### src/rtl/muldiv_unit.sv
// rtl/muldiv_unit.sv - iterative RV32M multiply/divide unit with early-out divide cases
module muldiv_unit #(
  parameter int XLEN   = 32,
  parameter int UNROLL = 1
) (
  input  logic            clk,
  input  logic            reset,
  input  logic            flush,
  input  logic            start,
  input  logic [2:0]      op,
  input  logic [XLEN-1:0] a,
  input  logic [XLEN-1:0] b,
  input  logic [4:0]      rd_in,
  output logic            stall_req,
  output logic            busy,
  output logic            done,
  output logic [XLEN-1:0] result,
  output logic [4:0]      rd_out
);
  localparam int N  = XLEN / UNROLL;
  localparam int CW = (N > 1) ? $clog2(N) : 1;
  localparam logic [CW-1:0] CNT_LAST = CW'(N - 1);

  typedef enum logic [1:0] {IDLE, CALC, FIX, DONE} state_t;

  state_t            state_q, state_d;
  logic [CW-1:0]     cnt_q, cnt_d;
  logic [2:0]        op_q, op_d;
  logic [4:0]        rd_q, rd_d;
  logic              neg_a_q, neg_a_d;
  logic              neg_b_q, neg_b_d;
  logic [XLEN-1:0]   opnd_q, opnd_d;
  logic [2*XLEN-1:0] acc_q, acc_d;
  logic [XLEN-1:0]   result_q, result_d;
  logic [4:0]        rd_out_q, rd_out_d;

  logic            is_div, a_signed, b_signed, sa, sb;
  logic            div_zero, div_ovf, early, accept;
  logic [XLEN-1:0] mag_a, mag_b, early_res;

  always_comb begin
    is_div    = op[2];
    a_signed  = is_div ? ~op[0] : (op == 3'b001 || op == 3'b010);
    b_signed  = is_div ? ~op[0] : (op == 3'b001);
    sa        = a_signed & a[XLEN-1];
    sb        = b_signed & b[XLEN-1];
    mag_a     = sa ? -a : a;
    mag_b     = sb ? -b : b;
    div_zero  = is_div && (b == '0);
    div_ovf   = is_div && !op[0] && (a == {1'b1, {(XLEN-1){1'b0}}}) && (b == '1);
    early     = div_zero | div_ovf;
    if (div_zero) early_res = op[1] ? a : '1;
    else          early_res = op[1] ? '0 : a;
    accept    = reset && !flush && start && (state_q == IDLE || state_q == DONE);
  end

  // acc holds {partial product, multiplier} or {partial remainder, dividend/quotient}
  logic [2*XLEN-1:0] step_acc;
  logic [XLEN:0]     sum, rem_ext, diff;

  always_comb begin
    step_acc = acc_q;
    sum      = '0;
    rem_ext  = '0;
    diff     = '0;
    for (int u = 0; u < UNROLL; u++) begin
      if (!op_q[2]) begin
        sum      = {1'b0, step_acc[2*XLEN-1:XLEN]} + (step_acc[0] ? {1'b0, opnd_q} : '0);
        step_acc = {sum, step_acc[XLEN-1:1]};
      end else begin
        rem_ext = {step_acc[2*XLEN-1:XLEN], step_acc[XLEN-1]};
        diff    = rem_ext - {1'b0, opnd_q};
        if (!diff[XLEN]) step_acc = {diff[XLEN-1:0], step_acc[XLEN-2:0], 1'b1};
        else             step_acc = {rem_ext[XLEN-1:0], step_acc[XLEN-2:0], 1'b0};
      end
    end
  end

  logic [2*XLEN-1:0] prod;
  logic [XLEN-1:0]   quot, rem, fix_res;

  always_comb begin
    prod = (neg_a_q ^ neg_b_q) ? -acc_q : acc_q;
    quot = (neg_a_q ^ neg_b_q) ? -acc_q[XLEN-1:0] : acc_q[XLEN-1:0];
    rem  = neg_a_q ? -acc_q[2*XLEN-1:XLEN] : acc_q[2*XLEN-1:XLEN];
    if (op_q[2]) fix_res = op_q[1] ? rem : quot;
    else         fix_res = (op_q[1:0] == 2'b00) ? prod[XLEN-1:0] : prod[2*XLEN-1:XLEN];
  end

  always_comb begin
    state_d  = state_q;
    cnt_d    = cnt_q;
    op_d     = op_q;
    rd_d     = rd_q;
    neg_a_d  = neg_a_q;
    neg_b_d  = neg_b_q;
    opnd_d   = opnd_q;
    acc_d    = acc_q;
    result_d = result_q;
    rd_out_d = rd_out_q;
    case (state_q)
      CALC: begin
        acc_d = step_acc;
        cnt_d = cnt_q + CW'(1);
        if (cnt_q == CNT_LAST) state_d = FIX;
      end
      FIX: begin
        state_d  = DONE;
        result_d = fix_res;
        rd_out_d = rd_q;
      end
      DONE:    state_d = IDLE;
      default: state_d = state_q;
    endcase
    if (accept) begin
      op_d    = op;
      rd_d    = rd_in;
      neg_a_d = sa;
      neg_b_d = sb;
      opnd_d  = mag_b;
      acc_d   = {{XLEN{1'b0}}, mag_a};
      cnt_d   = '0;
      if (early) begin
        state_d  = DONE;
        result_d = early_res;
        rd_out_d = rd_in;
      end else begin
        state_d = CALC;
      end
    end
    // an aborted operation must never publish a result
    if (flush) begin
      state_d  = IDLE;
      result_d = result_q;
      rd_out_d = rd_out_q;
    end
  end

  always_ff @(posedge clk) begin
    if (!reset) begin
      state_q  <= IDLE;
      cnt_q    <= '0;
      op_q     <= '0;
      rd_q     <= '0;
      neg_a_q  <= 1'b0;
      neg_b_q  <= 1'b0;
      opnd_q   <= '0;
      acc_q    <= '0;
      result_q <= '0;
      rd_out_q <= '0;
    end else begin
      state_q  <= state_d;
      cnt_q    <= cnt_d;
      op_q     <= op_d;
      rd_q     <= rd_d;
      neg_a_q  <= neg_a_d;
      neg_b_q  <= neg_b_d;
      opnd_q   <= opnd_d;
      acc_q    <= acc_d;
      result_q <= result_d;
      rd_out_q <= rd_out_d;
    end
  end

  assign stall_req = reset && ((accept && !early) || state_q == CALC || state_q == FIX);
  assign busy      = (state_q != IDLE);
  assign done      = (state_q == DONE);
  assign result    = result_q;
  assign rd_out    = rd_out_q;

endmodule

### config.mk
export PLATFORM = sky130hd
export DESIGN_NAME = muldiv_unit
export DESIGN_NICKNAME = d
export VERILOG_FILES = /design/src/rtl/muldiv_unit.sv
export SDC_FILE = /design/constraint.sdc
export NUM_CORES = 1
export LEC_CHECK = 0
export BUFFER_PORTS_ARGS = -buffer_cell sky130_fd_sc_hd__buf_2
export CAP_MARGIN = 20
export CELL_PAD_IN_SITES_DETAIL_PLACEMENT = 1
export CELL_PAD_IN_SITES_GLOBAL_PLACEMENT = 2
export CORE_ASPECT_RATIO = 0.8
export CORE_MARGIN = 2
export CORE_UTILIZATION = 36
export CTS_CLUSTER_SIZE = 16
export DETAILED_ROUTE_END_ITERATION = 10
export PLACE_DENSITY = 0.9
export SYNTH_ARGS = -nofsm -noshare
export SYNTH_HDL_FRONTEND = slang
export SYNTH_SLANG_ARGS = --single-unit
### constraint.sdc
create_clock -name clk -period 4.2 [get_ports clk]
set_input_delay 0.84 -clock clk [delete_from_list [all_inputs] [get_ports clk]]
set_output_delay 0.84 -clock clk [all_outputs]
set_load 0.01 [all_outputs]
# Word-level counts from Yosys, hierarchy flattened
# Index checks and enable logic that the tools add are counted.
classes:
  addsub: 8
  n_eq_ne: 9
  n_bitwise: 6
  reduce_logical: 25
  muxes: 28
op_table:
  columns: ["operator", "count"]
  rows:
  - ["32-bit two-way mux", 16]
  - ["64-bit two-way mux", 3]
  - ["32-bit negation", 4]
  - ["32-bit == test, second input constant", 2]
  - ["64-bit negation", 1]
  - ["32-bit by 32-bit adder with 33-bit output", 1]
  - ["33-bit by 32-bit subtractor with 33-bit output", 1]
  - ["32-bit logical NOT", 1]
  - ["5-bit two-way mux", 3]
  - ["1-bit logical AND", 9]
  - ["2-bit two-way mux", 3]
  - ["2-bit one-hot mux with 3 select lines", 1]
  - ["5-bit by 1-bit adder with 5-bit output, second input constant", 1]
  - ["5-bit == test, second input constant", 1]
  - ["2-bit == test, second input constant", 2]
  - ["2-bit logical NOT", 2]
  - ["1-bit logical OR", 4]
  - ["2-bit nonzero test", 2]
  - ["4-bit nonzero test", 1]
  - ["2-bit OR reduction", 2]
  - ["3-bit by 1-bit == test with 1-bit output, second input constant", 1]
  - ["3-bit by 2-bit == test with 1-bit output, second input constant", 1]
  - ["1-bit logical NOT", 3]
  - ["3-bit inequality test, second input constant", 1]
  - ["7 further kinds", 10]
totals:
  reg_bits: 150
  elab_cells: 87
  inputBits: 76
  out_inout_bits: 40

# Depth between registers and ports, before layout
logic_depth:
  word_depth: 10
  depth_mapped: 15
  ltp_nobuf: 13

# Least setup slack after synthesis
# Ideal clock, no wire load.
synth_path:
  path_type: "in2out"
  from: "in b[0]"
  to: "out stall_req"
  setup_slack_ns: 0.496
  arrival_time_ns: 2.864
  stages: 10
  n_path_buf: 1
  required_time_ns: 3.360
  cell_sequence: "inv_1 > ha_1 > or4b_2 > nor4_1 > nand4b_1 > nor4bb_1 > buf_2 > nor2_1 > nand2_1 > a31oi_1"
synth_via:
  elab_chain_cells: 8
  elab_cells_between_ends: 10
  cone_classes: "eq/ne (1); bitwise (1); reduce/logical (8)"
synth_rtl:
  columns: ["element", "line_no", "text"]
  rows:
  - ["start: declaration", "12", "input logic [XLEN-1:0] b,"]
  - ["32-bit == test or 32-bit logical NOT (tied branches)", "50, 49", null]
  - ["1-bit logical AND (on tied branches)", "50, 49", null]
  - ["1-bit bitwise OR *", "51", "early = div_zero | div_ovf;"]
  - ["1-bit logical NOT *", "165", "assign stall_req = reset && ((accept && !early) || state_q == CALC || state_q == FIX);"]
  - ["1-bit logical AND *", "165", null]
  - ["1-bit logical OR * (2 in a row)", "165", null]
  - ["1-bit logical AND *", "165", null]
  - ["end: declaration", "14", "output logic stall_req,"]
# Every way passes the cells marked *; elsewhere a longest branch is shown, timed or not.

# Worst setup path in the final report
layout_path:
  from: "in b[10]"
  to: "out stall_req"
# Same word-level chain as after synthesis.

==> results by stage <==
Cells and area:
- 0 antenna diodes ended up in the layout.
- The most frequent standard cell in the layout excluding fill and tap cells is sky130_fd_sc_hd__nand2_1.
- The final cell area excluding filler cells is 16800 um^2.
- The post-route netlist has 12.5% of its cells at a drive strength greater than 1.
- In the layout the commonest cells are 222 x sky130_fd_sc_hd__nand2_1, 191 x sky130_fd_sc_hd__o21ai_0, 180 x sky130_fd_sc_hd__nor2_1.
- The growth of design area from synthesis to finish is 13.6%.
- For this run, the number of standard cells in the final layout without fillers is 2665.
- The net count of the finished layout is 2263.

Setup path:
- The element type at the critical path start is an input port.
- Walking the worst path, the cells encountered are buf_2, or4_1, nor4_1, nand4b_1, nor4bb_4, nor2_1, nand2_1, a31oi_1, buf_2.
- The category of the critical setup timing path is in2out.
- Counting cells, the worst reg-to-reg path comes to 11.
- At the worst endpoint, the required time is 3.36 ns.
- The worst register-to-register path ends at result[30].
- Among the stages of the critical path, the cell type that occurs most often is sky130_fd_sc_hd__buf_2.
- The largest individual stage delay along the critical path comes from the cell sky130_fd_sc_hd__or4_1.
- The endpoint type of the worst setup path is a primary output.
- The origin of the critical flop-to-flop path is acc_q[0].
- Of all nets on the critical path, the largest fanout is 6.
- On the worst path, the slowest cell contributes a delay of 0.60 ns.
- The data arrival time of the worst path is 3.15 ns.
- The register-to-register setup slack is 0.23 ns.

CTS:
- The clock tree buffer depth is 2.
- Clock tree synthesis selected as its root buffer the cell sky130_fd_sc_hd__clkbuf_16.
- After clock tree synthesis, the clock-pin slew on the worst setup and hold paths is 0.06 ns.
- The H-tree depth is 4.
- Counting every sink on the clock net gives 150.
- The clock latency on the worst-skew pair is 0.46 ns.
- TritonCTS built the clock tree.
- The number of clock buffers inserted by TritonCTS is 17.

Placed design:
- Port buffering added 115 buffers.
- The congestion estimate from routability-driven global placement came to 0.962.
- Once placement completed, the tool counted placed cells totaling 2632.
- The half-perimeter wire length after placement is 50200 um.
- Summing all placed instances gives a cell area of 16100 um^2.

Route:
- Dividing the detail-routed via count by the number of cells gives 6.22.
- The iteration count of the initial detailed-routing pass is 5.
- The first routing iteration left 1736 violations.
- The routed length per placed instance is 24.4 um.
- The number of design rule violations left after detail routing is 0.
- The final wirelength is 65100 um.
- The post-detailed-route count of antenna-violating nets is 0.
- Summing over every cut layer, the via total after detailed routing is 16.6k.

Timing:
- The worst clock skew is 0.0105 ns.
- The number of failing hold endpoints at the final stage was 0.
- Based on the critical path, the design can be clocked at up to 250 MHz.
- Setup violations remaining at the end of the flow were counted as 0.
- The final critical-path required period is 3.99 ns.
- Setup repair after global routing left no endpoint under its margin.
- The count of pins over their slew limit is 0.
- At the pin with the least slew margin, the transition time is 1.09 ns.
- The setup total negative slack is 0 ns.
- The worst max-slew margin expressed relative to the limit is 26.6%.
- In the finished design, the share of the clock period the worst path needs comes to 95.1%.

Power:
- The clock network burns 35.6% of the power.
- Internal power comes to 0.00311 W.
- The analysis attributes to cell leakage a power of 7.05 nW.
- The overall power consumption is 0.00494 W.
- The share of total power dissipated in sequential elements is 31.9%.
- In this run the power density over the cells is 295 nW/um^2.
- Summed over all nets, the switching power comes to 0.00184 W.
- The share of power burned in combinational logic is 32.5%.
- The worst-case IR drop observed on VDD is 0.000304 V.
- The switching part of the total is 37.2%.

Floorplanning:
- The starting utilization of the core area is 36.4%.
- The site row count is 66.
- The floorplan step defined a core boundary enclosing 40500 um^2.
- The area of the die is 42700 um^2.
- The die outline width is 230 um.
- The floorplan die height is 185 um.
- The boundary pin count is 116.

Logic synthesis:
- The total number of yosys warnings is 0.
- The cell area after synthesis is 14800 um^2.
- The number of enable flip-flop cells after synthesis is 0.
- The flop and latch count out of synthesis is 150.
- The flip-flop cell with the highest count after synthesis is sky130_fd_sc_hd__dfxtp_1.
- Synthesis produced 2040 cells.
- The sequential share of the synthesized area is 20.3%.
- Synthesis produced a netlist with a net count of 2194.
- The fraction of registers with async set/reset is 0%.
- A synthesized cell averages 7.24 um^2.
- In this run, distinct cell masters in the synthesized netlist total 86.

Global routing:
- The initial antenna violation count is 2.
- The number of global-route vias before repair is 16.1k.
- Entering global routing, the biggest net connects 83 pins.
- After global routing the overflow that remains totals 0.
- The first global-routing pass estimated 98800 um of wire.
- The global routing usage summed across all routing layers is 30.0%.

Worst hold path:
- The origin of the worst min-delay path is rd_q[0].
- The type of the worst min-delay path is reg2reg.
- The worst hold path was traced through 2 stages.
- The endpoint of the worst hold-timing path is rd_q[0].

Outcome:
- The flow ran to the end, and the final reports show no timing, DRC or antenna violations.

Run:
- Across the run, the number of max-cap violations was 0.
## critical path, delay by kind of cell
kind	cells	cell delay, ns
AO/OA/AOI/OAI	1	0.11
AND/OR/NAND/NOR	6	1.86
buffers and inverters	2	0.34
## what timing repair did
item                                   CTS  global route
setup endpoints to repair                0             4
gates resized for setup                  0             3
endpoints found under the hold margin    0             0
hold buffers                             0             0
setup buffers                            0             1
## kinds of logic (layout without fill, tap and decap cells)
kind of cell / Yosys count / in the layout / synth area share (%)
DFF: 150 / 150 / 20.3
AOI/OAI and AO/OA: 658 / 658 / 28.9
and+or+nand+nor: 661 / 661 / 21.4
muxes: 62 / 62 / 4.26
adders and majority gates: 87 / 87 / 7.32
buffers and inverters: 218 / 299 / 5.76
xor gates and xnor gates: 204 / 204 / 12.1
## synthesized netlist by cell type, drive strengths merged, types with 16 or more instances
cell    instances  area [um^2]
o41ai          18          180
nor4           24          171
a31oi          18          113
nand2         222          833
mux2i          55          551
and3           16          105
o211a          30          300
buf            22          108
nor2b          17          106
xor2           87          762
inv            76          285
o31ai          24          180
nor2          181          679
o22ai          16          100
ha             76          951
o21ai         197          990
dfxtp         150         3000
nor3           32          160
a21o           36          270
o221ai         20          175
or3            18          113
nand4          24          150
and2           16          100
a211oi         26          200
nand3          58          308
xnor2         117         1020
clkbuf        118          444
a21oi         158          791
## layout make-up
type	count	area [um^2]
fillers	5130	23800
multi-input cells	1672	11000
flip-flops and latches	150	3010
repair buffers	191	1190
well taps	544	681
clock buffers	21	472
inverters	77	289
clock inverters	10	168
## how the worst max path moves through the flow
stage,end,start
2_1_floorplan,stall_req,b[0]
3_3_place_gp,stall_req,b[0]
3_5_place_dp,rd_out[0],b[0]
4_1_cts,stall_req,b[0]
5_1_grt,stall_req,b[10]
6_report,stall_req,b[10]
## layer usage
| layer | GRT usage (%) | vias to the layer above | wire (um) |
|---|---|---|---|
| met1 | 43.9 | 8182 | 30600 |
| met2 | 44.3 | 772 | 26900 |
| met3 | 6.10 | 96 | 6280 |
| li1 | - | 7512 | - |
| met4 | 7.79 | 2 | 1330 |
| met5 | 0 | - | 10 |
## sequential cells by signal, indices dropped and copies added (netlist names)
| name | count |
|---|---|
| acc_q | 64 |
| cnt_q | 5 |
| neg_a_q | 1 |
| neg_b_q | 1 |
| op_q | 3 |
| opnd_q | 32 |
| rd_out | 5 |
| rd_q | 5 |
| result | 32 |
| state_q | 2 |
## power groups by stage
| stage | Clock (W) | Sequential (W) | Combinational, W |
|---|---|---|---|
| final | 0.00176 | 0.00158 | 0.00161 |
| after global routing | 0.00181 | 0.00158 | 0.00171 |
| after CTS | 0.00176 | 0.00157 | 0.00155 |
| after detailed placement | 0 | 0.00160 | 0.00154 |
| after global placement | 0 | 0.00160 | 0.00151 |
| after floorplan | 0 | 0.00155 | 0.00101 |
## stage by stage
| stage | hold WS, ns | worst slack (ns) | utilization [%] |
|---|---|---|---|
| after floorplan | 0.430 | 0.496 | - |
| after global placement | 0.440 | 0.110 | 39.7 |
| after detailed placement | 0.453 | 0.00271 | 39.7 |
| after CTS | 0.463 | 0.0207 | 41.3 |
| after global routing | 0.488 | 0.0360 | 41.4 |
| final | 0.467 | 0.207 | 41.4 |
Note: power is estimated with default switching activity, not from simulation.
